--- src/rtl/pc_gen.sv ---
// Fetch-address generator: holds the fetch PC, issues it over valid/ready, applies trap/redirect targets.
// Optional misaligned-redirect check is enabled by defining PC_GEN_MISALIGN_CHECK_EN.
module pc_gen #(
    parameter int unsigned       XLEN         = 32,
    parameter logic [XLEN-1:0]   RESET_VECTOR = XLEN'(32'h8000_0000),
    parameter int unsigned       INSTR_BYTES  = 4,
    parameter int unsigned       CNT_W        = 32
) (
    input  logic             clk_i,
    input  logic             rst_ni,
    input  logic             stall_i,
    input  logic             halt_i,
    input  logic             redirect_valid_i,
    input  logic [XLEN-1:0]  redirect_pc_i,
    input  logic             trap_valid_i,
    input  logic [XLEN-1:0]  trap_pc_i,
    output logic             fetch_valid_o,
    input  logic             fetch_ready_i,
    output logic [XLEN-1:0]  fetch_pc_o,
    output logic             halted_o,
    output logic [CNT_W-1:0] fetch_cnt_o,
    output logic             misalign_o,
    output logic [XLEN-1:0]  misalign_addr_o
);

    typedef enum logic [1:0] {
        S_BOOT   = 2'd0,
        S_RUN    = 2'd1,
        S_HALTED = 2'd2
    } state_t;

    localparam logic [XLEN-1:0] LOW_MASK = XLEN'(INSTR_BYTES - 1);

    state_t            r_state;
    logic [XLEN-1:0]   r_pc;
    logic              r_valid;
    logic [CNT_W-1:0]  r_cnt;
    logic              r_pend_v;
    logic              r_pend_trap;
    logic [XLEN-1:0]   r_pend_pc;
    logic              r_halt_pend;

    state_t            w_state_nxt;
    logic [XLEN-1:0]   w_pc_nxt;
    logic              w_valid_nxt;
    logic [CNT_W-1:0]  w_cnt_nxt;
    logic              w_pend_v_nxt;
    logic              w_pend_trap_nxt;
    logic [XLEN-1:0]   w_pend_pc_nxt;
    logic              w_halt_pend_nxt;

    logic              w_fire;
    logic              w_hold;
    logic              w_mis;
    logic              w_redir_ok;
    logic              w_req;
    logic [XLEN-1:0]   w_tgt;

    assign w_fire = r_valid & fetch_ready_i;
    assign w_hold = r_valid & ~fetch_ready_i;

`ifdef PC_GEN_MISALIGN_CHECK_EN
    // Only a redirect that actually wins selection is checked; trap targets never are.
    assign w_mis = redirect_valid_i & ~trap_valid_i & (|(redirect_pc_i & LOW_MASK));
`else
    assign w_mis = 1'b0;
`endif

    assign w_redir_ok = redirect_valid_i & ~w_mis;
    assign w_req      = trap_valid_i | w_redir_ok;
    assign w_tgt      = (trap_valid_i ? trap_pc_i : redirect_pc_i) & ~LOW_MASK;

    always_comb begin
        w_state_nxt     = r_state;
        w_pc_nxt        = r_pc;
        w_valid_nxt     = r_valid;
        w_cnt_nxt       = r_cnt;
        w_pend_v_nxt    = r_pend_v;
        w_pend_trap_nxt = r_pend_trap;
        w_pend_pc_nxt   = r_pend_pc;
        w_halt_pend_nxt = r_halt_pend;

        case (r_state)
            S_BOOT: begin
                if (w_req) w_pc_nxt = w_tgt;
                w_valid_nxt = ~stall_i;
                w_state_nxt = S_RUN;
            end
            S_RUN: begin
                if (w_hold) begin
                    // Request held: outputs frozen, new targets parked by class priority.
                    if (trap_valid_i) begin
                        w_pend_v_nxt    = 1'b1;
                        w_pend_trap_nxt = 1'b1;
                        w_pend_pc_nxt   = w_tgt;
                    end else if (w_redir_ok && !(r_pend_v && r_pend_trap)) begin
                        w_pend_v_nxt    = 1'b1;
                        w_pend_trap_nxt = 1'b0;
                        w_pend_pc_nxt   = w_tgt;
                    end
                    if (halt_i) w_halt_pend_nxt = 1'b1;
                end else begin
                    if (w_fire) w_cnt_nxt = r_cnt + CNT_W'(1);
                    if (w_req)
                        w_pc_nxt = w_tgt;
                    else if (w_fire && r_pend_v)
                        w_pc_nxt = r_pend_pc;
                    else if (w_fire)
                        w_pc_nxt = r_pc + XLEN'(INSTR_BYTES);
                    w_pend_v_nxt    = 1'b0;
                    w_pend_trap_nxt = 1'b0;
                    w_halt_pend_nxt = 1'b0;
                    if (halt_i || r_halt_pend) begin
                        w_state_nxt = S_HALTED;
                        w_valid_nxt = 1'b0;
                    end else begin
                        w_valid_nxt = ~stall_i;
                    end
                end
            end
            S_HALTED: begin
                w_valid_nxt = 1'b0;
                if (w_req) begin
                    w_pc_nxt    = w_tgt;
                    w_state_nxt = S_RUN;
                end
            end
            default: begin
                w_state_nxt = S_BOOT;
                w_valid_nxt = 1'b0;
            end
        endcase
    end

    always_ff @(posedge clk_i or negedge rst_ni) begin
        if (!rst_ni) begin
            r_state     <= S_BOOT;
            r_pc        <= RESET_VECTOR;
            r_valid     <= 1'b0;
            r_cnt       <= '0;
            r_pend_v    <= 1'b0;
            r_pend_trap <= 1'b0;
            r_pend_pc   <= '0;
            r_halt_pend <= 1'b0;
        end else begin
            r_state     <= w_state_nxt;
            r_pc        <= w_pc_nxt;
            r_valid     <= w_valid_nxt;
            r_cnt       <= w_cnt_nxt;
            r_pend_v    <= w_pend_v_nxt;
            r_pend_trap <= w_pend_trap_nxt;
            r_pend_pc   <= w_pend_pc_nxt;
            r_halt_pend <= w_halt_pend_nxt;
        end
    end

`ifdef PC_GEN_MISALIGN_CHECK_EN
    logic            r_misalign;
    logic [XLEN-1:0] r_misalign_addr;

    always_ff @(posedge clk_i or negedge rst_ni) begin
        if (!rst_ni) begin
            r_misalign      <= 1'b0;
            r_misalign_addr <= '0;
        end else begin
            r_misalign <= w_mis;
            if (w_mis) r_misalign_addr <= redirect_pc_i;
        end
    end

    assign misalign_o      = r_misalign;
    assign misalign_addr_o = r_misalign_addr;
`else
    assign misalign_o      = 1'b0;
    assign misalign_addr_o = '0;
`endif

    assign fetch_valid_o = r_valid;
    assign fetch_pc_o    = r_pc;
    assign halted_o      = (r_state == S_HALTED);
    assign fetch_cnt_o   = r_cnt;

endmodule

--- config.mk ---
export PLATFORM = sky130hd
export DESIGN_NAME = pc_gen
export DESIGN_NICKNAME = d
export VERILOG_FILES = /design/src/rtl/pc_gen.sv
export SDC_FILE = /design/constraint.sdc
export NUM_CORES = 1
export LEC_CHECK = 0
export ABC_AREA = 1
export ABC_CLOCK_PERIOD_IN_PS = 1400
export CAP_MARGIN = 30
export CORE_MARGIN = 4
export CORE_UTILIZATION = 45
export DETAILED_ROUTE_END_ITERATION = 10
export PLACE_DENSITY = 0.89
export SYNTH_ARGS = -nofsm -noshare
export SYNTH_HDL_FRONTEND = slang
export SYNTH_SLANG_ARGS = --single-unit
--- constraint.sdc ---
create_clock -name clk_i -period 1.4 [get_ports clk_i]
set_input_delay 0.14 -clock clk_i [delete_from_list [all_inputs] [get_ports clk_i]]
set_output_delay 0.14 -clock clk_i [all_outputs]
set_load 0.01 [all_outputs]
==> results.tsv <==
stage	metric	value	unit
run_status	status	finished with violations	
run_status	violations	negative setup slack	
sta	period_needed	1930	ps
layout	antenna_cells	0	
place	dp.cells	1343	
routing	wl_per_cell	22.8	um
layout	drive_gt1_share	35.9	%
synth	syn_area_per_cell	6.82	sq um
synth	yosysSeqAreaShare	38.5	%
global_route	grt_start_max_net_pins	54	
clock_tree	clk_path_buf_depth	2	
setup_path	worst_setup_path_end_kind	flip-flop	
sta	setup_tns	-16600	ps
place	hpwl	14600	um
setup_path	r2r-end	fetch_pc_o[18]$_DFFE_PN0P_	
layout	fill_cells	792	
setup_path	cp.required	1690	ps
setup_path	critPathArrivalTime	2220	ps
routing	drc	0	
global_route	grt_pass1_vias	8435	
flow_run	cap_violations	0	
synth	yosys_warnings	0	
synth	synth-seq-cells	98	
layout	layout.nets	1324	
die	initial_core_util	46.0	%
sta	setup_violations	85	
routing	dr.pass1.iters	9	
routing	finalWirelength	32700	um
global_route	grt_overflow_total	0	
synth	synth_top_area_share	38.0	%
setup_path	r2r_start	fetch_pc_o[2]$_DFFE_PN0P_	
layout	final_cell_count_no_fill	1436	
routing	routed.top_layer	met4	
setup_path	path_class	flip-flop to flip-flop	
place	port_buffers	130	
power_and_ir_drop	p_leak	5.27	nW
routing	avgViaCountPerCell	6.21	
synth	synth_area_leader_cell	dfrtp_1	
global_route	grt_pass1_wl	42400	um
sta	max_clock_freq	518	MHz
routing	drtIter0Drc	1518	
routing	wl_met3	4160	um
die	rows	43	
die	ios	170	
synth	ys_types	39	
die	die_area	16100	sq um
routing	vias	8922	
layout	multiInputGateArea	4290	sq um
layout	register_area	2460	sq um
synth	synthTopCellsByCount	368 x nand2_1, 97 x dfrtp_1, 89 x nor2_1	
setup_path	start_kind	flip-flop	
clock_tree	cts_buffers	9	
clock_tree	htree_levels	3	
synth	syn-instance-count	935	
power_and_ir_drop	power_density	1840	nW/um^2
synth	synth.most_common_cell	nand2_1	
setup_path	r2r_cells	10	
synth	synthArstFlopShare	100	%
routing	wl_met2	15000	um
synth	yosys-top-cells-area	dfrtp_1 38%, nand2_1 22%, nor2_1 5.2%	
routing	ant_nets	0	
setup_path	crit_fanout	5	
clock_tree	cts_sinks	98	
routing	wl_met1	10100	um
synth	synth_ff_type	dfrtp_1	
sta	finalCritPeriodShare	138	%
layout	area_growth	68.9	%
clock_tree	clk_latency	380	ps
sta	fin_hold_ws	289	ps
die	die_h	127	um
sta	finalMaxSlewViolations	0	
sta	skew	25.3	ps
clock_tree	cts_tree	built	
clock_tree	cts-root-buf	clkbuf_16	
global_route	track_usage	32.9	%
global_route	grt_antenna_before_repair	0	
clock_tree	path_clk_slew	100	ps
die	die_w	127	um
place	gp_congestion	0.909	
sta	grt_setup_unrepaired	yes	
sta	finalHoldViolations	0	
setup_path	rrSetupSlack	-530	ps
synth	syn_area	6380	sq um
die	core-area	13900	sq um
sta	finalWorstSetupSlack	-529	ps
power_and_ir_drop	max-vdd-ir-drop	1.04	mV
synth	synth-edff-count	0	
worst_hold_path	hold_class	input port to asynchronous set/reset pin	
[registers in the layout, summed over array words and instances (netlist names)]
register	cells
r_pend_pc	30
r_pend_v	1
r_halt_pend	1
r_state	2
fetch_valid_o	1
fetch_cnt_o	32
fetch_pc_o	30
r_pend_trap	1
[repair_timing]
action | in CTS | in global routing
hold buffers | 1 | 0
pin swaps | 66 | 71
buffers inserted | 54 | 17
endpoints found under the hold margin | 97 | 0
gates resized for setup | 203 | 185
setup endpoints to repair | 145 | 97
cloned | 8 | 3
[cell usage in the layout (no fill, tap or decap), types with 13 or more instances in the layout]
cell,synthesis,final
nand3_1,40,27
xor2_1,23,21
nor2_1,89,41
nand2_4,1,19
dlygate4sd2_1,0,49
conb_1,1,35
nand2_2,6,49
a21oi_1,50,44
a31oi_1,26,21
dfrtp_1,97,89
buf_6,2,27
clkdlybuf4s50_1,0,65
buf_4,38,163
o21ai_2,0,13
nand2_1,368,306
nor2_4,5,28
o21ai_1,5,14
nor2_2,8,33
inv_1,68,56
[worst max path at each step]
stage / start / endpoint / slack [ps] / cells after the start
floorplan: fetch_pc_o[3]$_DFFE_PN0P_ / fetch_pc_o[28]$_DFFE_PN0P_ / -100 / 12
global route: r_state[0]$_DFFE_PN0P_ / fetch_pc_o[18]$_DFFE_PN0P_ / -690 / 9
finish: fetch_pc_o[2]$_DFFE_PN0P_ / fetch_pc_o[18]$_DFFE_PN0P_ / -530 / 10
global placement: fetch_ready_i / fetch_pc_o[3]$_DFFE_PN0P_ / -330 / 9
CTS: fetch_pc_o[2]$_DFFE_PN0P_ / fetch_pc_o[20]$_DFFE_PN0P_ / -180 / 12
detailed placement: fetch_ready_i / fetch_pc_o[2]$_DFFE_PN0P_ / -410 / 9
[cells by family after synthesis]
kind of cell | synth area share, %
fa+ha+maj | 0.392
other cells | 0.0588
compound gates | 10.3
simple gates | 35.9
xor+xnor | 4.26
flops | 38.5
buf+inv | 10.7
[cell type report]
class	instances	area share, %
inverters	72	2.75
flip-flops and latches	98	22.9
multi-input cells	734	39.8
repair buffers	333	28.9
repair inverters	3	0.337
clock inverters	4	0.906
clock buffers	12	2.38
well taps	180	2.09
[layer usage]
layer,global-route usage (%),vias to the layer above
met4,21.9,0
met2,56.1,939
met5,0,-
li1,-,3542
met1,37.1,4049
met3,6.94,392
[worst max-delay path, cell delays in order (launching register included)]
cell	delay (ps)
dfrtp_1	390
ha_2	220
nand2_2	80
nor2_4	190
nand2_4	140
nor2_4	210
xor2_1	170
nand2_1	100
nand2_2	150
nand2_2	100
nand2_1	100
[power breakdown]
group | switching [mW] | total [mW] | internal [mW]
logic | 6.32 | 11.6 | 5.27
clock network | 1.29 | 3.14 | 1.85
registers | 1.15 | 5.07 | 3.92
[metrics by stage]
step	cell area (sq um)	utilization [%]	setup WS (ps)	total power, mW
finish	10800	77.6	-529	19.8
global route	10800	77.6	-687	20.3
CTS	10000	72.3	-176	17.0
detailed placement	8740	63.0	-411	12.0
global placement	8740	63.0	-326	11.7
floorplan	6600	-	-95.7	8.42
No activity file was read; power rests on OpenSTA's default activity.
